<file path="config.mk">
export PLATFORM = sky130hd
export DESIGN_NAME = decode_execute_stage
export DESIGN_NICKNAME = d
export VERILOG_FILES = /design/src/rtl/pipeline_pkg.sv /design/src/rtl/operand_forward_mux.sv /design/src/rtl/decode_execute_stage.sv
export SDC_FILE = /design/constraint.sdc
export NUM_CORES = 1
export LEC_CHECK = 0
export BUFFER_PORTS_ARGS = -buffer_cell sky130_fd_sc_hd__buf_4
export CAP_MARGIN = 10
export CORE_AREA = 2 2 156 158
export DETAILED_ROUTE_END_ITERATION = 7
export DIE_AREA = 0 0 158 160
export PLACE_DENSITY_LB_ADDON = 0.08
export SYNTH_ARGS = -nofsm -noshare
export SYNTH_HDL_FRONTEND = slang
export SYNTH_SLANG_ARGS = --single-unit
</file>
<file path="constraint.sdc">
create_clock -name clk_i -period 2.3 [get_ports clk_i]
set_input_delay 0.46 -clock clk_i [delete_from_list [all_inputs] [get_ports clk_i]]
set_output_delay 0.46 -clock clk_i [all_outputs]
set_load 0.01 [all_outputs]
</file>
<file path="src/rtl/pipeline_pkg.sv">
// Shared types and constants for the RV32I pipeline stages.
package pipeline_pkg;

  localparam int CTRL_W = 4;
  localparam logic [4:0] REG_ZERO = 5'd0;

  typedef struct packed {
    logic              reg_we;
    logic              mem_read;
    logic              mem_write;
    logic              alu_src;
    logic [CTRL_W-1:0] alu_ctrl;
  } ex_ctrl_t;

  localparam ex_ctrl_t BUBBLE_CTRL = '0;

endpackage

</file>
<file path="src/rtl/operand_forward_mux.sv">
// Selects an execute operand from the MEM bypass, the WB bypass or the
// registered register-file value; MEM wins over WB and x0 is never bypassed.
module operand_forward_mux
  import pipeline_pkg::*;
#(
  parameter int ADDRESS_WIDTH = 5,
  parameter int DATA_WIDTH    = 32
) (
  input  logic [ADDRESS_WIDTH-1:0] idx,
  input  logic [DATA_WIDTH-1:0]    reg_value,
  input  logic                     mem_we,
  input  logic [ADDRESS_WIDTH-1:0] mem_rd,
  input  logic [DATA_WIDTH-1:0]    mem_result,
  input  logic                     wb_we,
  input  logic [ADDRESS_WIDTH-1:0] wb_rd,
  input  logic [DATA_WIDTH-1:0]    wb_result,
  output logic [DATA_WIDTH-1:0]    value
);

  logic idx_nonzero;
  assign idx_nonzero = (idx != ADDRESS_WIDTH'(REG_ZERO));

  always_comb begin
    value = reg_value;
    if (mem_we && (mem_rd == idx) && idx_nonzero) begin
      value = mem_result;
    end else if (wb_we && (wb_rd == idx) && idx_nonzero) begin
      value = wb_result;
    end
  end

endmodule

</file>
<file path="src/rtl/decode_execute_stage.sv">
// Decode/execute pipeline register with load-use stall, bubble insertion,
// MEM/WB operand forwarding and a saturating stall counter.
module decode_execute_stage
  import pipeline_pkg::*;
#(
  parameter int ADDRESS_WIDTH = 5,
  parameter int DATA_WIDTH    = 32,
  parameter int CTRL_WIDTH    = 4
) (
  input  logic                     clk_i,
  input  logic                     rst_i,
  input  logic                     valid_i,
  input  logic [DATA_WIDTH-1:0]    pc_i,
  input  logic [ADDRESS_WIDTH-1:0] rs1_i,
  input  logic [ADDRESS_WIDTH-1:0] rs2_i,
  input  logic [ADDRESS_WIDTH-1:0] rd_i,
  input  logic [DATA_WIDTH-1:0]    rd1_i,
  input  logic [DATA_WIDTH-1:0]    rd2_i,
  input  logic [DATA_WIDTH-1:0]    imm_i,
  input  logic [CTRL_WIDTH-1:0]    alu_ctrl_i,
  input  logic                     reg_we_i,
  input  logic                     mem_read_i,
  input  logic                     mem_write_i,
  input  logic                     alu_src_i,
  input  logic                     flush_i,
  input  logic [ADDRESS_WIDTH-1:0] mem_rd_i,
  input  logic                     mem_we_i,
  input  logic [DATA_WIDTH-1:0]    mem_result_i,
  input  logic [ADDRESS_WIDTH-1:0] wb_rd_i,
  input  logic                     wb_we_i,
  input  logic [DATA_WIDTH-1:0]    wb_result_i,
  output logic                     stall_o,
  output logic                     valid_o,
  output logic [DATA_WIDTH-1:0]    pc_o,
  output logic [DATA_WIDTH-1:0]    imm_o,
  output logic [DATA_WIDTH-1:0]    op_a_o,
  output logic [DATA_WIDTH-1:0]    op_b_o,
  output logic [ADDRESS_WIDTH-1:0] rd_o,
  output logic [CTRL_WIDTH-1:0]    alu_ctrl_o,
  output logic                     reg_we_o,
  output logic                     mem_read_o,
  output logic                     mem_write_o,
  output logic                     alu_src_o,
  output logic [31:0]              stall_count_o
);

  // valid_i/valid_o qualify an instruction slot; there is no ready. Decode
  // must hold its instruction while stall_o=1, and valid_o=0 marks a bubble.
  logic                     valid_q;
  logic [DATA_WIDTH-1:0]    pc_q;
  logic [DATA_WIDTH-1:0]    imm_q;
  logic [ADDRESS_WIDTH-1:0] rs1_q;
  logic [ADDRESS_WIDTH-1:0] rs2_q;
  logic [ADDRESS_WIDTH-1:0] rd_q;
  logic [DATA_WIDTH-1:0]    rd1_q;
  logic [DATA_WIDTH-1:0]    rd2_q;
  ex_ctrl_t                 ctrl_q;
  ex_ctrl_t                 ctrl_in;
  logic [31:0]              stall_count_q;
  logic                     hazard;

  always_comb begin
    ctrl_in           = BUBBLE_CTRL;
    ctrl_in.reg_we    = reg_we_i;
    ctrl_in.mem_read  = mem_read_i;
    ctrl_in.mem_write = mem_write_i;
    ctrl_in.alu_src   = alu_src_i;
    ctrl_in.alu_ctrl  = CTRL_W'(alu_ctrl_i);
  end

  assign hazard = valid_q && ctrl_q.mem_read && (rd_q != ADDRESS_WIDTH'(REG_ZERO)) &&
                  valid_i && ((rs1_i == rd_q) || (rs2_i == rd_q));
  assign stall_o = hazard && !flush_i;

  always_ff @(posedge clk_i) begin
    if (rst_i) begin
      valid_q       <= 1'b0;
      pc_q          <= '0;
      imm_q         <= '0;
      rs1_q         <= '0;
      rs2_q         <= '0;
      rd_q          <= '0;
      rd1_q         <= '0;
      rd2_q         <= '0;
      ctrl_q        <= BUBBLE_CTRL;
      stall_count_q <= '0;
    end else begin
      if (flush_i || hazard) begin
        valid_q <= 1'b0;
        ctrl_q  <= BUBBLE_CTRL;
      end else begin
        valid_q <= valid_i;
        ctrl_q  <= valid_i ? ctrl_in : BUBBLE_CTRL;
        pc_q    <= pc_i;
        imm_q   <= imm_i;
        rs1_q   <= rs1_i;
        rs2_q   <= rs2_i;
        rd_q    <= rd_i;
        rd1_q   <= rd1_i;
        rd2_q   <= rd2_i;
      end
      if (stall_o && (stall_count_q != 32'hFFFF_FFFF)) begin
        stall_count_q <= stall_count_q + 32'd1;
      end
    end
  end

  operand_forward_mux #(.ADDRESS_WIDTH(ADDRESS_WIDTH), .DATA_WIDTH(DATA_WIDTH)) u_fwd_a (
    .idx        (rs1_q),
    .reg_value  (rd1_q),
    .mem_we     (mem_we_i),
    .mem_rd     (mem_rd_i),
    .mem_result (mem_result_i),
    .wb_we      (wb_we_i),
    .wb_rd      (wb_rd_i),
    .wb_result  (wb_result_i),
    .value      (op_a_o)
  );

  operand_forward_mux #(.ADDRESS_WIDTH(ADDRESS_WIDTH), .DATA_WIDTH(DATA_WIDTH)) u_fwd_b (
    .idx        (rs2_q),
    .reg_value  (rd2_q),
    .mem_we     (mem_we_i),
    .mem_rd     (mem_rd_i),
    .mem_result (mem_result_i),
    .wb_we      (wb_we_i),
    .wb_rd      (wb_rd_i),
    .wb_result  (wb_result_i),
    .value      (op_b_o)
  );

  assign valid_o       = valid_q;
  assign pc_o          = pc_q;
  assign imm_o         = imm_q;
  assign rd_o          = rd_q;
  assign alu_ctrl_o    = CTRL_WIDTH'(ctrl_q.alu_ctrl);
  assign reg_we_o      = ctrl_q.reg_we;
  assign mem_read_o    = ctrl_q.mem_read;
  assign mem_write_o   = ctrl_q.mem_write;
  assign alu_src_o     = ctrl_q.alu_src;
  assign stall_count_o = stall_count_q;

endmodule
</file>
Word-level counts from Yosys, hierarchy flattened
Index checks and enable logic that the tools add are counted.
{ "op_classes": {"add_sub_neg": 1, "n_eq_ne": 7, "muxes": 4, "bitwise_logic": 1, "n_reduce_logical": 22} }
{ "ops": {"columns": ["op", "count"], "rows": [
  ["32-bit two-way mux", 4],
  ["32-bit by 1-bit adder with 32-bit output (second input constant)", 1],
  ["32-bit inequality test (second input constant)", 1],
  ["5-bit == test", 6],
  ["5-bit nonzero test", 3],
  ["1-bit logical AND", 14],
  ["3-bit OR reduction", 1],
  ["1-bit logical OR", 2],
  ["2-bit OR reduction", 1],
  ["1-bit logical NOT", 1],
  ["1-bit inverter", 1]
]} }
{ "word_totals": {"ff_bits": 184, "in_bits": 231, "elab_cells": 49} }

Logic depth before layout (Yosys ltp)
Gate-level depths: netlist of run 1.
{ "logic_depth": {"depth_word": 6, "depth_mapped": 9} }

Hierarchy
Synthesis of run 1 repeated with hierarchy kept, for this count alone.
{ "hier_totals": {"hier_cells": 1104, "hier_area_um2": 9282.7} }
{ "by_module_without_submodules": {"columns": ["module", "instances", "cells_per_inst", "area_per_inst_um2"], "rows": [
  ["decode_execute_stage", 1, 708, 7075.5],
  ["operand_forward_mux", 2, 198, 1103.6]
]} }

Worst setup path before layout of run 1
OpenSTA, ideal clock, no wires.
{ "synth_path": {"path_type": "input-to-output", "start": "input wb_rd_i[3]", "end": "output op_a_o[10]", "t_arrival_ns": 1.798, "slack_ns": 0.042, "path_stages": 7, "path_cell_list": "xor2_1 > nor3_1 > nand3_1 > nor2_1 > buf_2 > mux2i_1 > o21ai_0"} }
{ "synth_between": {"elab_chain_len": 5} }
{ "synth_lines": {"columns": ["element", "line_no", "rtl"], "rows": [
  ["from (decl)", "decode_execute_stage.sv:29", "input logic [ADDRESS_WIDTH-1:0] wb_rd_i,"],
  ["5-bit == test", "operand_forward_mux.sv:27", "end else if (wb_we && (wb_rd == idx) && idx_nonzero) begin"],
  ["1-bit logical AND (2 in series)", "operand_forward_mux.sv:27", null],
  ["32-bit two-way mux", "operand_forward_mux.sv:27", null],
  ["32-bit two-way mux", "operand_forward_mux.sv:25", "if (mem_we && (mem_rd == idx) && idx_nonzero) begin"],
  ["to (decl)", "decode_execute_stage.sv:36", "output logic [DATA_WIDTH-1:0] op_a_o,"]
]} }
No other way between the ends.

Worst setup path in the final report of run 1
{ "layout_path": {"start": "register rs1_q[3]", "end": "output op_a_o[30]"} }
{ "layout_between": {"elab_chain_len": 5, "elab_cells_between_ends": 9, "cone_classes": "eq/ne (2); mux (2); reduce/logical (5)"} }
{ "layout_lines": {"columns": ["element", "line_no", "rtl"], "rows": [
  ["from (decl)", "decode_execute_stage.sv:52", "logic [ADDRESS_WIDTH-1:0] rs1_q;"],
  ["from (signal assigned)", "decode_execute_stage.sv:96", "rs1_q <= rs1_i;"],
  ["5-bit == test", "operand_forward_mux.sv:27", null],
  ["1-bit logical AND (2 in series)", "operand_forward_mux.sv:27", null],
  ["32-bit two-way mux", "operand_forward_mux.sv:27", null],
  ["32-bit two-way mux *", "operand_forward_mux.sv:25", null]
]} }
Mark *: on every way between the ends. The rest lies on a longest branch, timed or not.

==> impl_metrics.ini, run 1 <==
[sta]
setup_viol = 64
relSlewSlack_pct = 71.2
slew_viol_final = 0
holdWs_ps = 226
tightest_slew_ps = 433
layout_setup_ws_ps = -396
final.min_clock_period_ps = 2700
max_freq_mhz = 371
hold_viol_final = 0
finClkSkew_ps = 14.9
fin_crit_sh_pct = 117
rsz0062_at_grt = yes

[place]
dp_hpwl_um = 22000
place_ws_ps = -100
gp_congestion = 0.835
placed_cell_area_um2 = 12400
io_buffers = 405

[layout]
syn2layout_area_growth_pct = 54.4
final_util_pct = 55.7
layout_common_cells = buf_4, mux2i_1, dfxtp_1
design_area_um2 = 13300
fillers = 2284
multi_input_area_um2 = 4720
register_area_um2 = 3700
fin_nets = 1618
diodes = 0
layout-drive-gt1-share_pct = 38.3
layout_commonest_cell = buf_4

[critical_path]
reg2reg_to = stall_count_o[17]
r2r-start = rd_o[1]
reg2reg_slack_ps = 140
reg2reg_depth = 7
worstPathArrival_ps = 2240
cp_max_fo = 8
cp-start-kind = flip-flop
cp.required_ps = 1840
crit_path_end_kind = primary output
critPathKind = reg2out

[die]
core_area_um2 = 23800
die_h_um = 160
dieArea_um2 = 25300
start_util_pct = 36.1
boundaryPins = 406
rows = 57
die_w_um = 158

[yosys]
synth-simple-area-share_pct = 18.1
synth_top_family_by_area = multiplexers
syn-num-nets = 1191
ys_seq_elements = 184
synth_compound_area_share_pct = 7.23
synth_xor_area_share_pct = 3.36
synth_warnings = 0
ys_types = 43
synthMuxAreaShare_pct = 25.0
synth_fa_ha_area_share_pct = 0.145
syn_area_per_cell_um2 = 8.97
synth_area_um2 = 8600
synthCells = 959
ys_seq_area_share_pct = 42.8

[pwr]
power.leakage_nw = 5.99
ir_worst_vdd_mv = 0.420
power_density_nw_per_um2 = 586
p_total_mw = 7.78

[worst_hold_path]
worstHoldPathCells = 2
hold_class = in2reg
hold_end = mem_write_o
min_from = mem_write_i

[route]
drc_errors = 0
viasPerCell = 4.86
drtPass1Iterations = 4
num_vias = 8372
ant_nets = 0
wirelength_um = 29100
wl_per_cell_um = 16.9
dr.first_iter.drc_count = 358

[global_routing]
grt-ovfl-total = 0
grt_pass1_wl_um = 44000
met2_usage_pct = 39.7
grt_max_degree = 67
antenna_found_initial = 0
use_met3_pct = 6.95
met1_usage_pct = 25.4
busiest_layer = met2
grt_use_total_pct = 22.2
first_global_vias = 8051

[clocking]
hold_buffers = 0
htreeDepth = 4
worstSkewPairLatency_ps = 440
clkTransAtPathRegs_ps = 80
cts_tree = yes
cts_max_path_buffers = 2
clockRootBuffer = clkbuf_16
cts.sinks = 184
cts_buffers = 17

[status]
violations = setup timing
outcome = complete, but fails checks

[run]
maxCapViolations = 0
## cell usage after synthesis
cell | number | area (µm²)
clkbuf_1 | 35 | 131
nand2_1 | 86 | 323
nor3_2 | 2 | 20.0
or4_1 | 9 | 67.6
mux2_2 | 5 | 56.3
and3b_1 | 1 | 8.76
xor2_1 | 15 | 131
buf_2 | 23 | 115
or4b_1 | 1 | 10.0
o31ai_1 | 6 | 45.0
and4_1 | 3 | 26.3
o21ba_2 | 1 | 10.0
mux2_1 | 1 | 11.3
or3_1 | 12 | 75.1
nand4b_1 | 1 | 8.76
nor2_1 | 165 | 619
xnor2_1 | 18 | 158
or3_2 | 1 | 7.51
or2_2 | 1 | 6.26
inv_1 | 7 | 26.3
nor2b_1 | 4 | 25.0
and4_2 | 1 | 10.0
a31oi_1 | 1 | 6.26
o41ai_1 | 1 | 8.76
mux2i_1 | 208 | 2080
and2_1 | 8 | 50.1
nor3_1 | 11 | 55.1
a211oi_1 | 3 | 22.5
nand3_1 | 22 | 110
nor4_1 | 3 | 18.8
ha_1 | 1 | 12.5
nor4_2 | 2 | 25.0
buf_4 | 2 | 15.0
a311oi_1 | 1 | 8.76
o21ai_0 | 76 | 380
dfxtp_1 | 184 | 3680
and3_1 | 2 | 12.5
a211oi_2 | 1 | 12.5
a21oi_1 | 23 | 115
o22ai_2 | 1 | 12.5
nand4_1 | 9 | 56.3
nand3b_1 | 1 | 7.51
nand4_2 | 1 | 12.5
## stage by stage
| stage | cells | setup TNS, ps |
|---|---|---|
| after floorplan | 959 | 0 |
| after global placement | 1679 | -2300 |
| after detailed placement | 1679 | -2710 |
| after CTS | 1720 | -23180 |
| after global routing | 1723 | -29440 |
| final | 1723 | -21750 |
## layout make-up
class | count | area share, %
inverters | 7 | 0.198
multi-input cells | 708 | 35.6
repair buffers | 468 | 28.5
well taps | 324 | 3.05
flip-flops and latches | 184 | 27.9
clock inverters | 15 | 1.55
clock buffers | 17 | 3.20
## registers in the layout, indices dropped and copies added, names as in the netlist, 4 cells and up
signal,flops
alu_ctrl_o,4
imm_o,32
pc_o,32
rd1_q,32
rd2_q,32
rd_o,5
rs1_q,5
rs2_q,5
stall_count_o,32
## report_power, final
group	total, mW	internal, mW	switching [mW]
clock network	3.05	1.52	1.53
logic	1.29	0.741	0.553
registers	3.44	3.34	0.106
## critical path: stages (launching register included)
cell and delay, ps:
dfxtp_4 370, xor2_2 140, nor3_1 180, nand3_1 150, nor2_4 250, buf_12 150, buf_16 150, mux2i_2 200
o21ai_1 80, buf_4 140
## logic make-up after synthesis
kind of cell | after synthesis
AO/OA/AOI/OAI | 114
flip-flops | 184
AND/OR/NAND/NOR | 346
XOR/XNOR | 33
buffers and inverters | 67
adder cells (fa/ha/maj) | 1
multiplexers | 214
## worst max-delay path by stage
stage	endpoint	slack [ps]	depth (start not counted)	startpoint
after global placement	op_a_o[12]	-80	9	wb_rd_i[3]
after detailed placement	op_a_o[4]	-100	9	wb_rd_i[3]
after global routing	op_a_o[18]	-510	9	rs1_q[3]
final	op_a_o[30]	-400	9	rs1_q[3]
after floorplan	op_a_o[10]	40	7	wb_rd_i[3]
after CTS	op_a_o[20]	-420	8	rs1_q[1]
## timing repair
| item | 4_1_cts | 5_1_grt |
|---|---|---|
| gates resized for setup | 67 | 23 |
| endpoints found under the setup margin | 65 | 70 |
| gates cloned | 3 | 1 |
| setup buffers | 6 | 3 |
| pin swaps | 7 | 9 |
## routing by layer
metal  share of wire (%)  vias to the layer above
met5                   0                        -
met4                 1.8                        0
met3                 8.4                       33
met2                  51                      281
met1                  39                     3873
li1                    -                     4185
Note: power is estimated with default switching activity, not from simulation.
==> run 2, diff against run 1 <==
--- a/config.mk
+++ b/config.mk
@@ -7,9 +7,10 @@
 export LEC_CHECK = 0
 export BUFFER_PORTS_ARGS = -buffer_cell sky130_fd_sc_hd__buf_4
 export CAP_MARGIN = 10
-export CORE_AREA = 2 2 156 158
+export CORE_AREA = 2 2 160 162
 export DETAILED_ROUTE_END_ITERATION = 7
-export DIE_AREA = 0 0 158 160
+export DIE_AREA = 0 0 162 164
+export HOLD_SLACK_MARGIN = 0.06
 export PLACE_DENSITY_LB_ADDON = 0.08
 export SYNTH_ARGS = -nofsm -noshare
 export SYNTH_HDL_FRONTEND = slang
==> constraint.sdc (replaced) <==
create_clock -name clk_i -period 2.45 [get_ports clk_i]
set_input_delay 0.1225 -clock clk_i [delete_from_list [all_inputs] [get_ports clk_i]]
set_output_delay 0.1225 -clock clk_i [all_outputs]
set_load 0.01 [all_outputs]
==> impl_metrics.ini, run 2 (same netlist as run 1, synthesis figures left out) <==
[status]
outcome = finished clean

[run]
maxCapViolations = 0

[global_routing]
grt-ovfl-total = 0
grt_max_degree = 72
first_global_vias = 8531
grt_pass1_wl_um = 45600
antenna_found_initial = 0
grt_use_total_pct = 21.5

[clocking]
htreeDepth = 4
cts_buffers = 17
cts.sinks = 184
worstSkewPairLatency_ps = 430
clkTransAtPathRegs_ps = 80
clockRootBuffer = clkbuf_16
cts_max_path_buffers = 2
cts_tree = yes

[layout]
layout_common_cells = buf_4, mux2i_1, dfxtp_1
fin_cells = 1839
syn2layout_area_growth_pct = 66.6
register_area_um2 = 3690
diodes = 0
multi_input_area_um2 = 4700
final_util_pct = 57.7
design_area_um2 = 14300
fillers = 2259
fin_nets = 1728
layout-drive-gt1-share_pct = 32.2
layout_commonest_cell = buf_4

[pwr]
ir_worst_vdd_mv = 0.382
power.leakage_nw = 6.33
power_density_nw_per_um2 = 521

[place]
io_buffers = 405
dp.cells = 1652
dp_hpwl_um = 20800
placed_cell_area_um2 = 12100
gp_congestion = 0.824

[critical_path]
reg2reg_slack_ps = 160
r2r-start = rd_o[0]
reg2reg_depth = 7
cp-start-kind = flip-flop
worstPathArrival_ps = 2320
reg2reg_to = stall_count_o[17]
critPathKind = reg2out
cp_max_fo = 5
crit_path_end_kind = primary output
cp.required_ps = 2330
endpoint = op_b_o[24]
critical_path.startpoint = rs2_q[0]

[sta]
tightest_slew_ps = 526
rsz0062_at_grt = yes
final.min_clock_period_ps = 2440
tns_ps = 0
max_freq_mhz = 409
setup_viol = 0
hold_viol_final = 0
holdWs_ps = 158
slew_viol_final = 0
relSlewSlack_pct = 65.0
finClkSkew_ps = 14.4
fin_crit_sh_pct = 99.8

[worst_hold_path]
hold_class = in2reg
min_from = valid_i

[route]
drc_errors = 0
num_vias = 8684
ant_nets = 0
dr.first_iter.drc_count = 426
viasPerCell = 4.72
wirelength_um = 29600
wl_per_cell_um = 16.1
drtPass1Iterations = 4

[die]
die_h_um = 164
boundaryPins = 406
die_w_um = 162
core_area_um2 = 24800
rows = 58
dieArea_um2 = 26600
start_util_pct = 34.6
-- run 2: worst max-delay path, cell delays in order (launching register included) --
cell,delay (ps)
dfxtp_1,350
or4_1,570
nor2_4,190
nor4_4,60
buf_4,180
mux2i_1,130
o21ai_0,230
buf_4,170
-- run 2: power breakdown --
group          switching, mW  total (mW)  leakage, nW  internal, mW
Clock                   1.38        2.87        0.306          1.49
Combinational          0.562        1.37         4.51         0.805
Sequential            0.0981        3.23         1.51          3.13
Total                   2.04        7.47         6.33          5.43
-- run 2: worst min-delay path by stage --
stage,end,slack (ps),depth (start not counted)
5_1_grt,valid_o,150,2
3_3_place_gp,alu_ctrl_o[0],330,2
2_1_floorplan,alu_ctrl_o[0],240,1
6_report,valid_o,160,2
3_5_place_dp,mem_read_o,330,2
4_1_cts,valid_o,110,2
-- run 2: layer usage --
metal	up-vias	track usage (%)	wire, µm
met2	283	38.9	15000
met4	0	5.39	516
met1	3979	25.1	12000
li1	4390	-	-
met3	32	6.06	2080
met5	-	0	0
-- run 2: cell type report --
| type | instances | area share [%] |
|---|---|---|
| clock buffer | 17 | 2.97 |
| clock inverter | 15 | 1.45 |
| inverter | 7 | 0.183 |
| multi-input combinational | 708 | 32.8 |
| sequential | 184 | 25.7 |
| tap | 330 | 2.88 |
| timing repair buffer | 578 | 34.0 |
-- run 2: repair_timing --
item	CTS	global route
buffers inserted	1	1
pin swaps	1	3
gates cloned	1	0
endpoints found under the setup margin	31	59
gates resized for setup	4	12
hold buffers	152	0
hold endpoints to repair	152	0
-- run 2: per-stage QoR --
stage	power, mW	setup slack (ps)
after floorplan	3.78	305
after global placement	4.44	236
after detailed placement	4.45	191
after CTS	7.57	-8.77
after global routing	7.84	-108
final	7.47	5.83
